==> config.mk <==
export PLATFORM = sky130hd
export DESIGN_NAME = fetch_redirect_ctrl_flat
export DESIGN_NICKNAME = d
export VERILOG_FILES = /design/src/rtl/fetch_redirect_ctrl_pkg.sv /design/src/rtl/fetch_redirect_ctrl_if.sv /design/src/rtl/fetch_redirect_ctrl_sat_counter.sv /design/src/rtl/fetch_redirect_ctrl.sv /design/src/flat_wrapper.sv
export SDC_FILE = /design/constraint.sdc
export NUM_CORES = 1
export LEC_CHECK = 0
export ABC_AREA = 1
export CORE_MARGIN = 2
export CORE_UTILIZATION = 45
export DETAILED_ROUTE_END_ITERATION = 12
export DONT_BUFFER_PORTS = 1
export HOLD_SLACK_MARGIN = 0.03
export SYNTH_ARGS = -nofsm -noshare
export SYNTH_HDL_FRONTEND = slang
export SYNTH_HIERARCHICAL = 1
export SYNTH_SLANG_ARGS = --single-unit
==> constraint.sdc <==
create_clock -name clk_i -period 5 [get_ports clk_i]
set_input_delay 1.25 -clock clk_i [delete_from_list [all_inputs] [get_ports clk_i]]
set_output_delay 1.25 -clock clk_i [all_outputs]
set_load 0.01 [all_outputs]
==> src/rtl/fetch_redirect_ctrl_pkg.sv <==
// Shared types for the fetch redirect controller.
//   wp_e          : EX-stage misprediction class reported by the branch unit
//   stage_meta_t  : prediction metadata carried with each pipeline slot
//   RESET_PC_DEF  : default fetch address after reset
//   align_pc()    : forces a PC onto a word boundary
package bp_pkg;

    // The encoding 2'b11 is illegal and is handled like WP_NONE by consumers.
    typedef enum logic [1:0] {
        WP_NONE         = 2'b00,
        WP_FALSE_TAKEN  = 2'b01,
        WP_MISSED_TAKEN = 2'b10
    } wp_e;

    typedef struct packed {
        logic        valid;
        logic        hit;
        logic [31:0] tgt;
    } stage_meta_t;

    localparam logic [31:0] RESET_PC_DEF = 32'h0000_0000;

    function automatic logic [31:0] align_pc(input logic [31:0] pc);
        return {pc[31:2], 2'b00};
    endfunction

endpackage

==> src/rtl/fetch_redirect_ctrl_if.sv <==
// Bundle of the BTB-prediction / EX-correction signals seen by the fetch
// redirect controller.
//   slave  : the controller (consumes prediction and EX inputs, drives PC,
//            flushes, redirect and the event counters)
//   master : the surrounding pipeline / bench
interface fetch_redirect_ctrl_if #(
    parameter int CNT_W = 32
);
    logic             stall_i;
    logic             hit_i;
    logic [31:0]      predicted_pc_i;
    logic [1:0]       wrong_predicted_i;
    logic [31:0]      alu_pc_i;
    logic [31:0]      pc_ex_i;
    logic [31:0]      pc_o;
    logic             hit_ex_o;
    logic             flush_if_id_o;
    logic             flush_id_ex_o;
    logic             redirect_o;
    logic [CNT_W-1:0] mispred_cnt_o;
    logic [CNT_W-1:0] pred_taken_cnt_o;

    modport slave (
        input  stall_i, hit_i, predicted_pc_i, wrong_predicted_i, alu_pc_i, pc_ex_i,
        output pc_o, hit_ex_o, flush_if_id_o, flush_id_ex_o, redirect_o,
               mispred_cnt_o, pred_taken_cnt_o
    );

    modport master (
        output stall_i, hit_i, predicted_pc_i, wrong_predicted_i, alu_pc_i, pc_ex_i,
        input  pc_o, hit_ex_o, flush_if_id_o, flush_id_ex_o, redirect_o,
               mispred_cnt_o, pred_taken_cnt_o
    );
endinterface

==> src/rtl/fetch_redirect_ctrl_sat_counter.sv <==
// Saturating event counter: counts up by one per cycle with inc_i high and
// sticks at all-ones.
//   clk_i   : clock
//   clr_ni  : synchronous clear, active low
//   inc_i   : increment request
//   cnt_o   : registered count value
module sat_counter #(
    parameter int W = 32
) (
    input  logic         clk_i,
    input  logic         clr_ni,
    input  logic         inc_i,
    output logic [W-1:0] cnt_o
);
    logic [W-1:0] cnt_r;

    // Count register with synchronous clear and saturation at all-ones.
    always_ff @(posedge clk_i) begin
        if (!clr_ni) begin
            cnt_r <= {W{1'b0}};
        end else if (inc_i && (cnt_r != {W{1'b1}})) begin
            cnt_r <= cnt_r + {{(W-1){1'b0}}, 1'b1};
        end else begin
            cnt_r <= cnt_r;
        end
    end

    assign cnt_o = cnt_r;
endmodule

==> src/rtl/fetch_redirect_ctrl.sv <==
// Fetch redirect controller: owns the fetch PC, picks the next PC from
// PC+4, the BTB prediction or an EX correction, carries each slot's
// prediction metadata through IF/ID and ID/EX, and flushes wrong-path
// slots on a misprediction.
//   clk_i   : clock
//   rst_ni  : synchronous reset, active low
//   bus     : fetch_redirect_ctrl_if.slave (BTB prediction in, EX outcome
//             in, fetch PC / hit_ex / flushes / redirect / counters out)
module fetch_redirect_ctrl
    import bp_pkg::*;
#(
    parameter logic [31:0] RESET_PC = RESET_PC_DEF,
    parameter int          CNT_W    = 32
) (
    input  logic                  clk_i,
    input  logic                  rst_ni,
    fetch_redirect_ctrl_if.slave  bus
);
    logic [31:0] pc_r;
    logic [31:0] pc_next_s;
    stage_meta_t id_r;
    stage_meta_t ex_r;
    stage_meta_t id_next_s;
    stage_meta_t ex_next_s;
    logic        mispredict_s;
    logic [31:0] redirect_pc_s;
    logic        pred_follow_s;

    // Misprediction detection on the EX slot; nothing is checked for a bubble.
    always_comb begin
        mispredict_s  = 1'b0;
        redirect_pc_s = bus.alu_pc_i;
        if (ex_r.valid) begin
            case (bus.wrong_predicted_i)
                WP_FALSE_TAKEN: begin
                    mispredict_s  = 1'b1;
                    redirect_pc_s = bus.pc_ex_i + 32'd4;
                end
                WP_MISSED_TAKEN: begin
                    mispredict_s  = 1'b1;
                    redirect_pc_s = bus.alu_pc_i;
                end
                // WP_NONE and the illegal 2'b11: a taken prediction whose
                // target disagrees with the resolved one is still a miss.
                default: begin
                    mispredict_s  = ex_r.hit && (bus.alu_pc_i != ex_r.tgt);
                    redirect_pc_s = bus.alu_pc_i;
                end
            endcase
        end else begin
            mispredict_s  = 1'b0;
            redirect_pc_s = bus.alu_pc_i;
        end
    end

    // Next-PC selection and stage metadata advance; a redirect overrides stall.
    always_comb begin
        pc_next_s     = pc_r;
        id_next_s     = id_r;
        ex_next_s     = ex_r;
        pred_follow_s = 1'b0;
        if (mispredict_s) begin
            pc_next_s = align_pc(redirect_pc_s);
            id_next_s = '{valid: 1'b0, hit: 1'b0, tgt: 32'h0000_0000};
            ex_next_s = '{valid: 1'b0, hit: 1'b0, tgt: 32'h0000_0000};
        end else if (bus.stall_i) begin
            pc_next_s = pc_r;
            id_next_s = id_r;
            // Bubble into EX; the target is don't-care once valid is low.
            ex_next_s.valid = 1'b0;
            ex_next_s.hit   = 1'b0;
        end else begin
            if (bus.hit_i) begin
                pc_next_s     = align_pc(bus.predicted_pc_i);
                pred_follow_s = 1'b1;
            end else begin
                pc_next_s     = align_pc(pc_r + 32'd4);
                pred_follow_s = 1'b0;
            end
            id_next_s = '{valid: 1'b1, hit: bus.hit_i, tgt: bus.predicted_pc_i};
            ex_next_s = id_r;
        end
    end

    // PC and stage registers; reset wins over every other event.
    always_ff @(posedge clk_i) begin
        if (!rst_ni) begin
            pc_r <= RESET_PC;
            id_r <= '{valid: 1'b0, hit: 1'b0, tgt: 32'h0000_0000};
            ex_r <= '{valid: 1'b0, hit: 1'b0, tgt: 32'h0000_0000};
        end else begin
            pc_r <= pc_next_s;
            id_r <= id_next_s;
            ex_r <= ex_next_s;
        end
    end

    sat_counter #(.W(CNT_W)) u_mispred_cnt (
        .clk_i  (clk_i),
        .clr_ni (rst_ni),
        .inc_i  (mispredict_s),
        .cnt_o  (bus.mispred_cnt_o)
    );

    sat_counter #(.W(CNT_W)) u_pred_taken_cnt (
        .clk_i  (clk_i),
        .clr_ni (rst_ni),
        .inc_i  (pred_follow_s),
        .cnt_o  (bus.pred_taken_cnt_o)
    );

    assign bus.pc_o          = pc_r;
    assign bus.hit_ex_o      = ex_r.valid & ex_r.hit;
    assign bus.redirect_o    = mispredict_s;
    assign bus.flush_if_id_o = mispredict_s;
    assign bus.flush_id_ex_o = mispredict_s;
endmodule
==> src/flat_wrapper.sv <==
// flat-port wrapper written by rule: the top's interface ports become plain ports
module fetch_redirect_ctrl_flat import bp_pkg::*;
#(
    parameter logic [31:0] RESET_PC = RESET_PC_DEF,
    parameter int          CNT_W    = 32
)
  (clk_i, rst_ni, bus_stall_i, bus_hit_i, bus_predicted_pc_i, bus_wrong_predicted_i, bus_alu_pc_i, bus_pc_ex_i, bus_pc_o, bus_hit_ex_o, bus_flush_if_id_o, bus_flush_id_ex_o, bus_redirect_o, bus_mispred_cnt_o, bus_pred_taken_cnt_o);
  fetch_redirect_ctrl_if #(.CNT_W(CNT_W)) bus_i ();
  input  logic clk_i;
  input  logic rst_ni;
  input wire logic [$bits(bus_i.stall_i)-1:0] bus_stall_i;
  input wire logic [$bits(bus_i.hit_i)-1:0] bus_hit_i;
  input wire logic [$bits(bus_i.predicted_pc_i)-1:0] bus_predicted_pc_i;
  input wire logic [$bits(bus_i.wrong_predicted_i)-1:0] bus_wrong_predicted_i;
  input wire logic [$bits(bus_i.alu_pc_i)-1:0] bus_alu_pc_i;
  input wire logic [$bits(bus_i.pc_ex_i)-1:0] bus_pc_ex_i;
  output wire logic [$bits(bus_i.pc_o)-1:0] bus_pc_o;
  output wire logic [$bits(bus_i.hit_ex_o)-1:0] bus_hit_ex_o;
  output wire logic [$bits(bus_i.flush_if_id_o)-1:0] bus_flush_if_id_o;
  output wire logic [$bits(bus_i.flush_id_ex_o)-1:0] bus_flush_id_ex_o;
  output wire logic [$bits(bus_i.redirect_o)-1:0] bus_redirect_o;
  output wire logic [$bits(bus_i.mispred_cnt_o)-1:0] bus_mispred_cnt_o;
  output wire logic [$bits(bus_i.pred_taken_cnt_o)-1:0] bus_pred_taken_cnt_o;
  assign bus_i.stall_i = bus_stall_i;
  assign bus_i.hit_i = bus_hit_i;
  assign bus_i.predicted_pc_i = bus_predicted_pc_i;
  assign bus_i.wrong_predicted_i = bus_wrong_predicted_i;
  assign bus_i.alu_pc_i = bus_alu_pc_i;
  assign bus_i.pc_ex_i = bus_pc_ex_i;
  assign bus_pc_o = bus_i.pc_o;
  assign bus_hit_ex_o = bus_i.hit_ex_o;
  assign bus_flush_if_id_o = bus_i.flush_if_id_o;
  assign bus_flush_id_ex_o = bus_i.flush_id_ex_o;
  assign bus_redirect_o = bus_i.redirect_o;
  assign bus_mispred_cnt_o = bus_i.mispred_cnt_o;
  assign bus_pred_taken_cnt_o = bus_i.pred_taken_cnt_o;
  fetch_redirect_ctrl #(.RESET_PC(RESET_PC), .CNT_W(CNT_W)) u_core (.clk_i(clk_i), .rst_ni(rst_ni), .bus(bus_i));
endmodule
; Yosys cells after proc, flatten, opt, wreduce, memory -nomap -nowiden
; Index checks and enable logic that the tools add are counted.
[word_totals]
out_inout_bits = 100
register_bits = 164
[op_classes]
addsub = 4
n_eq_ne = 6
n_bitwise = 2
n_mux = 10
reduce_logical = 6
[op_table]
columns = operator, n
row1 = $mux 32, 5
row2 = $add 32x1->32 const B, 2
row3 = $add 32x3->32 const B, 2
row4 = $ne 32x32->1 const B, 2
row5 = $ne 32x32->1, 1
row6 = $mux 1, 5
row7 = $reduce_or 2->1, 2
row8 = $logic_and 1x1->1, 3
row9 = $reduce_or 3->1, 1
row10 = $eq 2x1->1 const B, 1
row11 = $eq 2x2->1 const B, 1
row12 = $ne 2x1->1 const B, 1
row13 = $and 1x1->1, 1
row14 = $not 1->1, 1

; Longest topological paths before layout
; Gate-level depths: netlist of the first run.
[logic_depth]
depth_word = 6
ltp_mapped = 18

; Cells and area by module
; Netlist of the first run, hierarchy kept.
[by_module_without_submodules]
columns = module, cells_each, seq_area_each_um2, instances, area_each_um2
row1 = fetch_redirect_ctrl, 1115, 1961.9, 1, 6695.2
row2 = sat_counter, 324, 640.6, 2, 1911.8

; Worst setup path before layout of the first run
; OpenSTA, ideal clock, no wires.
[synth_path]
path_kind = in2out
from = input port bus_alu_pc_i[5]
to = output port bus_flush_if_id_o
path_slack_ns = 1.400
t_arrival_ns = 2.350
t_required_ns = 3.750
stages = 12
path_cell_list = inv_1 nand2_1 nand2_1 nand2_1 nor2_1 nand2_1 nor2_1 nand2_1 nand2_2 nand2_1 buf_2 buf_4
[synth_between]
elab_chain_cells = 4
[synth_lines]
columns = element, line
row1 = "start, declared", flat_wrapper.sv:15  ; input wire logic [$bits(bus_i.alu_pc_i)-1:0] bus_alu_pc_i;
row2 = $ne 32x32->1, fetch_redirect_ctrl.sv:46  ; mispredict_s = ex_r.hit && (bus.alu_pc_i != ex_r.tgt);
row3 = $logic_and 1x1->1, fetch_redirect_ctrl.sv:46
row4 = $mux 1, fetch_redirect_ctrl.sv:34  ; case (bus.wrong_predicted_i)
row5 = $mux 1, fetch_redirect_ctrl.sv:33  ; if (ex_r.valid) begin
row6 = "end, declared", flat_wrapper.sv:19  ; output wire logic [$bits(bus_i.flush_if_id_o)-1:0] bus_flush_if_id_o;
; No other way between the ends.

; Final worst setup path of the first run
[layout_path]
from = input port bus_alu_pc_i[4]
to = output port bus_flush_if_id_o
; The elaborated chain is that of the path after synthesis.

==> results of run 1 <==
[cells by family after synthesis]
kind of cell    count (synthesis)  synth area share (%)
simple gates                 1142                 45.93
buf+inv                       227                 8.981
compound gates                180                 9.778
flops                         162                 30.83
xor+xnor                       44                 3.664
fa+ha+maj                       5                0.5947
mux                             2                0.1903
other cells                     1               0.03565
[critical path: cells and delay by family]
| kind | cells | cell delay, ps |
|---|---|---|
| and+or+nand+nor | 7 | 1110 |
| xor gates and xnor gates | 1 | 120 |
[flip-flops by register name, summed over array words and instances, names as in the netlist]
register and flops:
u_core/bus.pc_o 30, u_core/ex_r 34, u_core/u_pred_taken_cnt/cnt_o 32, u_core/u_mispred_cnt/cnt_o 32, u_core/id_r 34
[cell usage in the layout, fill, tap and decap left out, drive strengths merged]
cell type    n
clkinv       5
or2         19
buf         10
and2         2
ha           5
xnor2       29
nand4       69
nor2       294
a22o         1
nor3b        1
clkbuf      17
conb         2
a21boi       1
nand3      132
dfxtp      162
a21oi      116
bufinv       1
a31oi       11
nand3b      14
a21o         1
inv        160
clkinvlp     1
mux2i        2
o22ai        1
xor2        15
o21ai       42
nand2      585
a211oi       5
nor3        26
o211ai       2
[cell type report]
type                       count  area (um^2)  share of cell area [%]
tap                          313        391.6                   3.493
clock inverter                15        168.9                   1.507
multi-input combinational   1375         6337                   56.52
clock buffer                  17        425.4                   3.794
sequential                   162         3243                   28.93
timing repair buffer          10        75.07                  0.6696
inverter                     152        570.5                   5.089
[worst max path at each step]
stage | startpoint | slack, ps | to
finish | bus_alu_pc_i[4] | 1250 | bus_flush_if_id_o
global route | bus_alu_pc_i[9] | 1140 | bus_redirect_o
CTS | bus_alu_pc_i[4] | 1250 | bus_flush_if_id_o
detailed placement | bus_alu_pc_i[5] | 1050 | u_core/u_pred_taken_cnt/cnt_o[17]
global placement | bus_alu_pc_i[5] | 1040 | u_core/u_pred_taken_cnt/cnt_o[17]
floorplan | bus_alu_pc_i[5] | 1400 | bus_flush_if_id_o
[per-stage QoR]
stage / power [mW] / cell area [um^2]
after floorplan: 1.635 / 10520
after global placement: 1.678 / 10620
after detailed placement: 1.681 / 10620
after CTS: 3.019 / 11210
after global routing: 3.113 / 11210
final: 2.987 / 11210
[where the power goes]
part | internal [mW] | switching (mW)
sequential | 1.33 | 0.0593
clock | 0.712 | 0.621
combinational | 0.103 | 0.158
[layer usage]
metal / share of wire (%) / up-vias / global-route usage [%]
li1: - / 5567 / -
met1: 41 / 4993 / 33.67
met2: 47 / 354 / 48.60
met3: 8.6 / 63 / 9.224
met4: 3.5 / 2 / 12.63
met5: 0.039 / - / 0
==> key figures, run 1 <==
Synthesis
  – Post-synthesis sequential area ratio: 30.83%
  – Count leader, synth: nand2_1
  – Post-synth EDFFs: 0
  – Synth unique cells: 36
  – Post-synth ARST share: 0%
  – Avg Cell Area, Syn: 5.966 um^2
  – Yosys Warn Count: 6
  – Largest area contributor in the netlist: dfxtp_1
  – Mapped Cells: 1763
  – Synth Flop Type: dfxtp_1
  – Mapped Area: between 10000 and 15000 um^2
  – Seq cells post-synth: between 150 and 200
  – Yosys top cell area share: 30.83%
  – Area contributors post-synth: dfxtp_1, nand2_1, nor2_1, nand3_1, inv_1
  – Most frequent cells after synthesis: nand2_1, nor2_1, dfxtp_1

Critical path
  – Reg-to-reg slack, setup: around 1900 ps
  – Critical path capture point type: output pin
  – R2R depth: 17
  – Worst path cell trace: xnor2_1 -> nand2_1 -> nor2_1 -> nand2_1 -> nor2_1 -> nand2_1 -> nand2_2 -> nand2_2
  – Worst r2r src: u_core/ex_r[4]
  – Arrival @ worst endpoint: 2500 ps
  – Crit start category: primary input
  – Setup CP Type: in -> out
  – Reg2reg end: u_core/u_pred_taken_cnt/cnt_o[17]
  – CP most frequent cell: nand2_1
  – Maximum fanout along the worst path: 21
  – Critical path's slowest cell: nand2_2
  – Req. time, crit path: between 3000 and 4000 ps
  – Worst path max stage delay: 380 ps

Power
  – Max VDD drop: 0.0001728 V
  – PwrDens: 266.4 nW/um^2
  – Leak pwr: 4.418 nW

Timing
  – Final Skew: 14.31 ps
  – Hold Vio Cnt, Final: 0
  – Final setup margin: around 1300 ps
  – Worst hold slack: 444.5 ps
  – Headroom to the max-slew limit: 41.77%
  – Fmax: between 0.2 and 0.3 GHz
  – Tightest Pin Transition: 870.3 ps
  – Setup TNS: 0 ps
  – Minimum clock period: about 3700 ps
  – RSZ-0062 raised after global routing: false
  – Final setup violation count: 0
  – Max-slew violations: 0
  – Tcrit/Tclk final: around three quarters

Clocking
  – Root Buffer Master: clkbuf_16
  – Post-CTS setup buffer count: 0
  – CTS Buffer Depth: 2
  – # resized after CTS: 0
  – CTS Hold Bufs: 0
  – Worst-Skew Late Latency: 440 ps
  – Sink Count: 162
  – CTS tree: done
  – TritonCTS buffer count: 17
  – Clk pin slew, worst setup/hold paths: roughly 70 ps
  – # H-tree levels: 4

Placed design
  – Port-buffer cells: 0
  – DP HPWL: 26.88 mm
  – Place WS: 1051 ps
  – Routability cong.: between 0.9 and 1
  – Placed insts: 2012

Global route
  – First-pass GRT wire length: 54.61 mm
  – Antenna violations before repair: 1
  – Vias in the first global route: 9983
  – Largest net degree at the start of global routing: 107
  – Total GRT Usage: 28.88%
  – Gr ovfl total: 0

Min path
  – HP Class: reg -> reg
  – Min-Delay Endpoint: u_core/ex_r[33]
  – Hold path startpoint: u_core/id_r[33]
  – Hold depth: 2

Final layout
  – Post-Layout Cell Count: 2044
  – Share of cells above drive strength 1: around 6.1%
  – Number of diodes: 0
  – Filler cell count: 2477
  – Fin util: 49.22%
  – Fin nets: 1825
  – Area Growth Syn to Fin: 6.590%

Floorplanning
  – Core ar.: ~23000 um^2
  – DIE WIDTH: around 160 um
  – Starting Density: 46.18%
  – Die Ht: 156.9 um
  – # rows: 55
  – Total die area: 24610 um^2
  – I/O pin count: 202

Drt
  – First DRT Iteration DRCs: just under 900
  – DRT antenna net count: 0
  – Drt drc: 0
  – Avg Vias per Cell: roughly 5.4
  – DR WL/cell: approximately 18 um
  – Via count: 10980
  – DRT Pass-1 Iters: 6
  – Final wirelength: 35.78 mm

Status
  – Outcome: finished clean

Run
  – Max Cap Viol: 0
No activity file was read; power rests on OpenSTA's default activity.
==> run 2: changes to the inputs <==
Clock period 5 ns to 3.43 ns, I/O delays scaled along.
==> key figures, run 2 (same netlist as run 1, synthesis figures left out) <==
Global route
  – Largest net degree at the start of global routing: 107 (unchanged)
  – First-pass GRT wire length: 54.59 mm (about the same)
  – Antenna violations before repair: 0 (-1)
  – Gr ovfl total: 0 (unchanged)
  – Total GRT Usage: 28.71% (-0.17 points)
  – Vias in the first global route: 9884 (-0.99%)

Run
  – Max Cap Viol: 0 (unchanged)

Drt
  – Avg Vias per Cell: 5.384 (+0.24%)
  – Final wirelength: 35.87 mm (+0.26%)
  – DR WL/cell: 17.53 um (+0.11%)
  – Via count: 11020 (+0.38%)
  – DRT antenna net count: 0 (unchanged)
  – DRT Pass-1 Iters: 5 (-1)
  – Drt drc: 0 (unchanged)
  – First DRT Iteration DRCs: 865 (-0.23%)

Timing
  – RSZ-0062 raised after global routing: false
  – Hold Vio Cnt, Final: 0 (unchanged)
  – Minimum clock period: 2765 ps
  – Max-slew violations: 0 (unchanged)
  – Final setup violation count: 0 (unchanged)
  – Final Skew: 15.98 ps (+1.668 ps)
  – Tightest Pin Transition: 759.4 ps (-110.9 ps)
  – Fmax: 0.3617 GHz
  – Setup TNS: 0 ps (unchanged)
  – Headroom to the max-slew limit: 49.37% (+7.6 points)
  – Tcrit/Tclk final: around 80%

Placed design
  – DP HPWL: 26.68 mm (-0.75%)
  – Routability cong.: 0.9402 (+2.9%)
  – Placed insts: 2015 (+0.15%)
  – Port-buffer cells: 0 (unchanged)

Critical path
  – Crit start category: primary input
  – Critical path's slowest cell: buf_12
  – Worst path bufs/invs: 2 (+2)
  – Arrival @ worst endpoint: 1910 ps (-590 ps)
  – Worst path cell trace: inv_1 -> nand2_1 -> nand2_1 -> nand2_1 -> nor2_1 -> nand2_1 -> nor2_1 -> nand2_1 -> nand2_2 -> nand2_2 -> buf_12
  – Setup CP Type: in -> out
  – Req. time, crit path: 2570 ps (-1180 ps)
  – Critical path capture point type: output pin
  – Crit path max-delay family: simple AND/OR/NAND/NOR gates
  – Maximum fanout along the worst path: 21 (unchanged)
  – CP most frequent cell: nand2_1
  – Worst path max stage delay: 170 ps (-210 ps)

Min path
  – HP Class: reg -> reg

Power
  – Clock Power Share: 45.3% (+0.7 points)
  – Internal power: 3.197 mW (+49%)
  – Logic pwr share: 8.7% (about the same)
  – Max VDD drop: 0.0003013 V (+74%)
  – Power Total: 4.407 mW (+48%)
  – Leak pwr: 4.436 nW (+0.42%)
  – Psw: 1.209 mW (+44%)
  – PwrDens: 391.5 nW/um^2 (+47%)
  – Sequential share of power: 46.0% (-0.6 points)
  – Net Sw Frac: 27.44% (-0.61 points)

Final layout
  – Fin nets: 1828 (+0.16%)
  – Top flop regs: u_core/ex_r: 34 flops, u_core/id_r: 34 flops
  – Number of diodes: 0 (unchanged)
  – Area Growth Syn to Fin: 7.006%
  – Share of cells above drive strength 1: 6.171% (+0.10 points)
  – Fin util: 49.42% (+0.19 points)
  – Most frequent standard cell in the layout excluding fill and tap cells: nand2_1
  – Commonest cells after routing, fill and taps aside: nand2_1, nor2_1, dfxtp_1
  – Post-Layout Cell Count: 2047 (+0.15%)

Status
  – Outcome: finished clean

Clocking
  – CTS tree: done
  – TritonCTS buffer count: 17 (unchanged)
  – # resized after CTS: 0 (unchanged)
  – Clk pin slew, worst setup/hold paths: 70 ps (about the same)
  – Sink Count: 162 (unchanged)
  – Root Buffer Master: clkbuf_16
  – CTS Hold Bufs: 0 (unchanged)
  – Worst-Skew Late Latency: 430 ps (about the same)
  – Post-CTS setup buffer count: 0 (unchanged)
  – CTS Buffer Depth: 2 (unchanged)
  – # H-tree levels: 4 (unchanged)

Floorplanning
  – Core ar.: 22780 um^2 (unchanged)
  – I/O pin count: 202 (unchanged)
  – Total die area: 24610 um^2 (unchanged)
  – Die Ht: 156.9 um (unchanged)
  – Starting Density: 46.18% (unchanged)
  – # rows: 55 (unchanged)
  – DIE WIDTH: 156.9 um (unchanged)
run 2: cell types whose count changed in the layout (fill, tap and decap cells not counted):
cell,change
inv_8,-3
buf_4,+2
buf_12,+1
bufinv_16,+1
clkbuf_1,+1
inv_6,+1
run 2: through the flow:
stage          hold slack (ps)  cell area [um^2]  setup WS [ps]
2_1_floorplan            420.8             10520          592.9
3_3_place_gp             428.2             10650          287.9
3_5_place_dp             436.3             10650          253.4
4_1_cts                  446.6             11260          658.0
5_1_grt                  478.9             11260          407.9
6_report                 450.4             11260          665.1
run 2: power groups by stage:
stage	Sequential [mW]	Clock [mW]	Combinational (mW)
2_1_floorplan	2.04	0	0.340
3_3_place_gp	2.07	0	0.375
3_5_place_dp	2.07	0	0.379
4_1_cts	2.03	2.04	0.381
5_1_grt	2.04	2.11	0.432
6_report	2.03	2.00	0.383
run 2: area by class of cell:
cell class                      instances  area, um^2
Clock buffer                           18       429.2
Clock inverter                         14       173.9
Fill cell                            2475       11520
Inverter                              152       570.5
Multi-Input combinational cell       1375        6337
Sequential cell                       162        3243
Tap cell                              313       391.6
Timing Repair Buffer                   13       110.1
run 2: metal layers:
metal	GRT usage (%)	routed length [um]	vias up
met1	33.97	14690	5053
met4	10.05	957	0
met5	0	0	-
met2	49.00	17150	349
li1	-	-	5570
met3	9.031	3081	49
run 2: worst paths after layout:
check | start | to | slack, ps | cells past startpoint
setup reg to reg | u_core/ex_r[0] | u_core/u_pred_taken_cnt/cnt_o[30] | 740 | 17
hold reg to reg | u_core/id_r[33] | u_core/ex_r[33] | 450 | 2
setup / recovery | bus_alu_pc_i[1] | bus_flush_id_ex_o | 670 | 11
hold / removal | u_core/id_r[33] | u_core/ex_r[33] | 450 | 2
run 2: tightest hold or removal path, cell delays in order (launching register included):
cell and delay [ps]:
dfxtp_1 300, inv_1 60, nor3_1 50
==> run 3: changes to the inputs <==
Clock period 3.43 ns to 2.7 ns, I/O delays scaled along.
==> key figures, run 3 (same netlist as run 1, synthesis figures left out) <==
Global route
  – Gr ovfl total: 0 (unchanged)
  – First-pass GRT wire length: 56.11 mm (+2.8%)
  – Total GRT Usage: 29.38% (+0.67 points)
  – Largest net degree at the start of global routing: 107 (unchanged)
  – Antenna violations before repair: 1 (+1)
  – Vias in the first global route: 10400 (+5.3%)

Drt
  – Via count: 11150 (+1.2%)
  – Final wirelength: 36.34 mm (+1.3%)
  – DRT Pass-1 Iters: 6 (+1)
  – First DRT Iteration DRCs: 865 (unchanged)
  – Avg Vias per Cell: 5.352 (-0.60%)
  – Drt drc: 0 (unchanged)
  – DR WL/cell: 17.44 um (-0.51%)
  – DRT antenna net count: 0 (unchanged)

Floorplanning
  – # rows: 55 (unchanged)
  – Starting Density: 46.18% (unchanged)
  – Total die area: 24610 um^2 (unchanged)
  – Die Ht: 156.9 um (unchanged)
  – DIE WIDTH: 156.9 um (unchanged)
  – I/O pin count: 202 (unchanged)
  – Core ar.: 22780 um^2 (unchanged)

Final layout
  – Most frequent standard cell in the layout excluding fill and tap cells: nand2_1
  – Area Growth Syn to Fin: 10.75%
  – Share of cells above drive strength 1: 8.413% (+2.2 points)
  – Top flop regs: u_core/ex_r: 34 flops, u_core/id_r: 34 flops
  – Number of diodes: 0 (unchanged)
  – Post-Layout Cell Count: 2084 (+1.8%)
  – Fin util: 51.15% (+1.7 points)
  – Sequential cell area: 3246 um^2 (about the same)
  – Filler cell count: 2414 (-2.5%)
  – Fin nets: 1865 (+2.0%)
  – Commonest cells after routing, fill and taps aside: nand2_1, nor2_1, dfxtp_1
  – Multi-input gate area: 6364 um^2 (+0.41%)

Clocking
  – TritonCTS buffer count: 17 (unchanged)
  – Root Buffer Master: clkbuf_16
  – # H-tree levels: 4 (unchanged)
  – Clk pin slew, worst setup/hold paths: 70 ps (about the same)
  – CTS Buffer Depth: 2 (unchanged)
  – CTS tree: done
  – Sink Count: 162 (unchanged)
  – CTS Hold Bufs: 0 (unchanged)
  – Worst-Skew Late Latency: 430 ps (about the same)

Critical path
  – Req. time, crit path: 2030 ps (-540 ps)
  – Arrival @ worst endpoint: 1920 ps (about the same)
  – Setup CP Type: reg -> out
  – Critical path capture point type: output pin
  – Crit start category: register
  – Maximum fanout along the worst path: 7 (-67%)

Placed design
  – Placed insts: 2048 (+1.6%)
  – DP HPWL: 27.53 mm (+3.2%)
  – Routability cong.: 0.9168 (-2.5%)
  – Port-buffer cells: 0 (unchanged)

Timing
  – Max-slew violations: 0 (unchanged)
  – Worst hold slack: 355.5 ps (-94.84 ps)
  – Hold Vio Cnt, Final: 0 (unchanged)
  – Tightest Pin Transition: 755.4 ps (-4.040 ps)
  – Minimum clock period: roughly 2600 ps
  – Headroom to the max-slew limit: 49.64% (+0.27 points)
  – Fmax: 0.3848 GHz
  – RSZ-0062 raised after global routing: false
  – Final Skew: 14.20 ps (-1.775 ps)
  – Tcrit/Tclk final: 96.26%
  – Final setup violation count: 0 (unchanged)
  – Setup TNS: 0 ps (unchanged)

Power
  – Max VDD drop: 0.0003374 V (+12%)
  – Leak pwr: 4.652 nW (+4.9%)
  – Power Total: 5.675 mW (+29%)
  – PwrDens: 487.1 nW/um^2 (+24%)

Status
  – Outcome: finished clean

Min path
  – HP Class: in -> reg

Run
  – Max Cap Viol: 0 (unchanged)
==> run 3: worst max-delay path, cell delays in order (launching register included) <==
cell and delay, ps:
dfxtp_1 360, xnor2_1 130, nand2_1 70, nor2_1 110, nand2_1 80, nor2_2 150, nand2_2 100, buf_4 150
nand2_4 80, nand2_8 90, buf_12 170
==> run 3: layout make-up <==
type	count	area share, %
Timing Repair Buffer	50	4.060
Multi-Input combinational cell	1375	54.62
Clock buffer	19	3.802
Sequential cell	162	27.86
Clock inverter	13	1.396
Inverter	152	4.897
Tap cell	313	3.362
==> run 3: where the power goes <==
group	internal, mW	switching (mW)	leakage, nW
sequential	2.47	0.102	1.32
combinational	0.219	0.306	3.04
clock	1.43	1.15	0.289
total	4.12	1.56	4.65
==> run 3: routing by layer <==
| layer | GRT usage, % | vias up | part of all wire (%) |
|---|---|---|---|
| met5 | 0 | - | 0.044 |
| met4 | 11.75 | 2 | 3.2 |
| met3 | 8.122 | 48 | 7.7 |
| met2 | 50.48 | 330 | 48 |
| met1 | 34.61 | 5117 | 41 |
| li1 | - | 5656 | - |
==> run 3: repair_timing <==
item                       CTS  global route
buffers inserted             0             2
gates cloned                 0             2
setup endpoints to repair    3             8
gates resized for setup      1             7
pin swaps                    0             6
==> run 3: path summary, 6_finish.rpt <==
check,start,end,slack [ps],cells past startpoint
max,u_core/ex_r[11],bus_flush_if_id_o,100,10
min,bus_stall_i,u_core/id_r[29],360,1
max reg2reg,u_core/ex_r[11],u_core/u_pred_taken_cnt/cnt_o[17],300,16
min reg2reg,u_core/id_r[33],u_core/ex_r[33],460,2
==> run 3: per-stage QoR <==
stage	worst slack, ps	area [um^2]
after floorplan	45.42	10520
after global placement	-106.0	10950
after detailed placement	-154.0	10950
after CTS	10.37	11560
after global routing	8.591	11650
final	101.0	11650
